===== config.mk =====
export PLATFORM = sky130hd
export DESIGN_NAME = frame_tick_receiver
export DESIGN_NICKNAME = d
export VERILOG_FILES = /design/src/rtl/frame_tick_receiver.sv
export SDC_FILE = /design/constraint.sdc
export NUM_CORES = 1
export LEC_CHECK = 0
export ABC_CLOCK_PERIOD_IN_PS = 4800
export CORE_MARGIN = 3
export CORE_UTILIZATION = 40
export DETAILED_ROUTE_END_ITERATION = 10
export HOLD_SLACK_MARGIN = 0.03
export SKIP_CTS_REPAIR_TIMING = 1
export SYNTH_ARGS = -nofsm -noshare
export SYNTH_HDL_FRONTEND = slang
export SYNTH_SLANG_ARGS = --single-unit

===== constraint.sdc =====
create_clock -name clkin -period 4.8 [get_ports clkin]
set_clock_uncertainty 0.1 [all_clocks]
set_input_delay 0.96 -clock clkin [delete_from_list [all_inputs] [get_ports clkin]]
set_output_delay 0.96 -clock clkin [all_outputs]
set_load 0.01 [all_outputs]

===== src/rtl/frame_tick_receiver.sv =====
// rtl/frame_tick_receiver.sv - divided-clock frame strobe receiver with handshake and watchdog
// Synchronizes tick_in, emits one tick per accepted rising edge, tracks frames, drops and stalls.
module frame_tick_receiver #(
    parameter int TIMEOUT = 12_000_000,
    parameter int CNT_W   = 24,
    parameter int FRAME_W = 16,
    parameter int MISS_W  = 8
) (
    input  logic               clkin,
    input  logic               reset,
    input  logic               tick_in,
    input  logic               update_ack,
    output logic               tick,
    output logic               update_req,
    output logic [FRAME_W-1:0] frame_count,
    output logic [MISS_W-1:0]  missed_count,
    output logic               stalled
);

    localparam logic ARM_DISARMED = 1'b0;
    localparam logic ARM_ARMED    = 1'b1;
    localparam logic REQ_IDLE     = 1'b0;
    localparam logic REQ_PENDING  = 1'b1;
    localparam logic [CNT_W-1:0] TIMEOUT_C = CNT_W'(TIMEOUT);

    logic               sync1_q, sync1_d;
    logic               sync2_q, sync2_d;
    logic               prev_q, prev_d;
    logic [1:0]         fill_q, fill_d;
    logic               arm_q, arm_d;
    logic               req_q, req_d;
    logic               tick_q, tick_d;
    logic [FRAME_W-1:0] frame_q, frame_d;
    logic [MISS_W-1:0]  miss_q, miss_d;
    logic [CNT_W-1:0]   idle_q, idle_d;
    logic               stalled_q, stalled_d;
    logic               rise;

    always_comb begin
        sync1_d = tick_in;
        sync2_d = sync1_q;
        prev_d  = sync2_q;
        // fill tracks when sync2 holds a real sample rather than its reset zero,
        // so a tick_in already high at reset release is never mistaken for an edge
        fill_d  = {fill_q[0], 1'b1};

        arm_d = arm_q;
        if (arm_q == ARM_DISARMED && fill_q[1] && !sync2_q) begin
            arm_d = ARM_ARMED;
        end

        rise   = (arm_q == ARM_ARMED) && sync2_q && !prev_q;
        tick_d = rise;

        req_d  = req_q;
        miss_d = miss_q;
        if (req_q == REQ_IDLE) begin
            if (rise) begin
                req_d = REQ_PENDING;
            end
        end else begin
            if (update_ack && !rise) begin
                req_d = REQ_IDLE;
            end else if (rise && !update_ack && miss_q != '1) begin
                miss_d = miss_q + MISS_W'(1);
            end
        end

        frame_d = frame_q;
        if (rise) begin
            frame_d = frame_q + FRAME_W'(1);
        end

        idle_d = idle_q;
        if (rise) begin
            idle_d = '0;
        end else if (idle_q != TIMEOUT_C) begin
            idle_d = idle_q + CNT_W'(1);
        end

        stalled_d = stalled_q;
        if (rise) begin
            stalled_d = 1'b0;
        end else if (idle_d == TIMEOUT_C) begin
            stalled_d = 1'b1;
        end
    end

    always_ff @(posedge clkin) begin
        if (reset) begin
            sync1_q   <= 1'b0;
            sync2_q   <= 1'b0;
            prev_q    <= 1'b0;
            fill_q    <= 2'b00;
            arm_q     <= ARM_DISARMED;
            req_q     <= REQ_IDLE;
            tick_q    <= 1'b0;
            frame_q   <= '0;
            miss_q    <= '0;
            idle_q    <= '0;
            stalled_q <= 1'b0;
        end else begin
            sync1_q   <= sync1_d;
            sync2_q   <= sync2_d;
            prev_q    <= prev_d;
            fill_q    <= fill_d;
            arm_q     <= arm_d;
            req_q     <= req_d;
            tick_q    <= tick_d;
            frame_q   <= frame_d;
            miss_q    <= miss_d;
            idle_q    <= idle_d;
            stalled_q <= stalled_d;
        end
    end

    assign tick         = tick_q;
    assign update_req   = (req_q == REQ_PENDING);
    assign frame_count  = frame_q;
    assign missed_count = miss_q;
    assign stalled      = stalled_q;

endmodule


==> results.toml <==
[sta]
rsz0062_at_grt = "false"
finalMaxSlewViolations = 0
min_period_ns = 2.87
max_slew_margin_pct = 44.3
post-route-period-util_pct = 59.8
worst_pin_slew_ns = 0.834
fin_tns_setup_ns = 0
fmax_mhz = 348
setup_violations = 0
hold_viol = 0

[worst_setup_path]
crit_chain = "clkdlybuf4s50_1 -> buf_4 -> inv_1 -> nand2_1 -> nor2_1 -> a31o_2 -> nand4_1 -> o21ai_1"
crit_family = "buffers and inverters"
rrSetupSlack_ns = 2.17
reg2reg_to = "stalled"
cp.required_ns = 4.92
timing.rr.start = "idle_q[1]"
cp_slowest_stage_delay_ns = 0.64
path_buf_inv = 3
cp.arrival_ns = 2.99
reg2reg_depth = 7
crit_slowest_cell = "nand2_1"
worstSetupPathType = "in -> reg"
crit_start = "reset"
endpoint_kind = "flip-flop"
cp.depth = 8
cp_max_fo = 32
cp-start-kind = "primary input"

[layout]
fin_nets = 366
areaGrowthSynthToFinish_pct = 18.3
fin_util_pct = 50.0
layout_commonest_cell = "dfxtp_1"
drive_gt1_share_pct = 9.37
antenna_cells = 0
most-common-layout-cells = "57 x dfxtp_1, 50 x nor2_1, 30 x clkdlybuf4s50_1"

[yosys]
syn_nets = 342
syn_inst = 334
synthFlopType = "dfxtp_1"
ys_warn_count = 0
avgSynthCellArea_um2 = 8.84
async_reset_ff_share_pct = 0
yosysSeqAreaShare_pct = 38.7
ys_ff_latch = 57
synth_cell_types = 54
synth_edf_count = 0
syn_area_um2 = 2950

[status]
status = "completed"

[grt]
grt_pass1_wl_um = 10400
grt_remaining_overflow = 0
grt_pass1_vias = 2189
track_usage_pct = 15.3
grt_max_degree = 33
antenna_found_initial = 0

[detailed_routing]
dr.pass1.iters = 4
wl_per_cell_um = 13.2
route.detailed.drc = 0
drtAntennaViolNets = 0
via_per_inst = 5.19
num_vias = 2382
wirelength_um = 6080
drt_first_iter_violations = 102

[power_and_ir_drop]
p_comb_share_pct = 2.9
vdd_drop_max_mv = 0.214
power_per_cell_area_nw_per_um2 = 305
clockPowerShare_pct = 51.6
p_leak_nw = 1.21
internal-power_mw = 0.849
p_seq_share_pct = 45.5
power.switching_mw = 0.216
p_sw_share_pct = 20.3

[clocking]
htree_levels = 3
clock-sinks = 57
cts_made_buffers = 9
cts_tree = "done"
clkTransAtPathRegs_ns = 0.07
cts_root_buf = "clkbuf_8"
clkLatencyLatePin_ns = 0.33
clk_path_buf_depth = 2

[die]
coreArea_um2 = 6980
fp.dieArea_um2 = 8450
die_x_um = 91.9
start_util_pct = 42.3
die_h_um = 91.9
fp-row-count = 30
ios = 31

[worst_hold_path]
hold_path.class = "reg -> reg"
hold_depth = 1
min_from = "sync1_q"
holdPathEnd = "prev_d"

[placed_design]
gp_congestion = 0.905
portBuffers = 30
hpwl_um = 4260

[job]
maxCapViolations = 0
kinds of logic (layout without fill, tap and decap cells):
kind of cell / Yosys count / in the layout / share of synthesized area [%]
simple gates: 167 / 167 / 32.1
buf+inv: 26 / 55 / 5.47
xor+xnor: 42 / 42 / 12.5
mux: 3 / 3 / 1.19
compound gates: 35 / 35 / 8.44
flops: 57 / 57 / 38.7
fa+ha+maj: 4 / 4 / 1.70
routing by layer:
layer / routed length, um / share of wire (%) / global-route usage, %
met5: 0 / 0 / 0
met4: 116 / 1.9 / 6.81
met3: 298 / 4.9 / 4.43
met2: 2670 / 44 / 23.2
met1: 3000 / 49 / 20.3
worst max path at each step:
stage                            endpoint
final                             stalled
after global routing              stalled
after CTS                         stalled
after detailed placement          stalled
after global placement            stalled
after floorplan           missed_count[5]
cell type report:
cell class | count | area, um2
Timing Repair Buffer | 31 | 308
Clock buffer | 11 | 141
Sequential cell | 57 | 1140
Fill cell | 699 | 3490
Tap cell | 96 | 120
Multi-Input combinational cell | 251 | 1650
Inverter | 8 | 30.0
Clock inverter | 5 | 103
flip-flops by register name (all words and copies together), names as in the netlist:
signal / count
idle_q: 24
frame_count: 16
missed_count: 8
fill_q: 2
arm_q: 1
prev_d: 1
prev_q: 1
stalled: 1
sync1_q: 1
tick: 1
update_req: 1
synth_stat cells, types with 6 or more instances:
| cell | instances | area share, % |
|---|---|---|
| nor2b_1 | 6 | 1.3 |
| xnor2_1 | 15 | 4.5 |
| inv_1 | 8 | 1.0 |
| dfxtp_1 | 57 | 39 |
| nand3_1 | 21 | 3.6 |
| clkbuf_1 | 6 | 0.76 |
| xor2_1 | 27 | 8.0 |
| a21oi_1 | 10 | 1.7 |
| nor3_1 | 7 | 1.2 |
| nor2_1 | 50 | 6.4 |
| buf_6 | 7 | 2.7 |
| nand4_1 | 15 | 3.2 |
| nand2_1 | 25 | 3.2 |
worst reg2reg max path, delay by kind of cell, from the launching register on:
family,cells,cell delay [ns]
simple gates,3,1.01
compound gates,3,0.58
flops,1,0.50
fa+ha+maj,1,0.37
stage by stage:
stage / cell area (um2) / setup WS (ns) / total power [mW] / instances / hold slack, ns
finish: 3490 / 1.93 / 1.06 / 459 / 0.333
global route: 3490 / 1.79 / 1.11 / 459 / 0.364
CTS: 3490 / 1.89 / 1.08 / 459 / 0.338
detailed placement: 3250 / 1.53 / 0.526 / 443 / 0.331
global placement: 3250 / 1.60 / 0.525 / 443 / 0.318
floorplan: 2950 / 2.44 / 0.517 / 334 / 0.314
power groups by stage:
stage	registers [mW]	clock network [mW]	logic (mW)
2_1_floorplan	0.491	0	0.0261
3_3_place_gp	0.495	0	0.0302
3_5_place_dp	0.495	0	0.0307
4_1_cts	0.484	0.561	0.0310
5_1_grt	0.485	0.586	0.0345
6_report	0.485	0.549	0.0306
No activity file was read; power rests on OpenSTA's default activity.
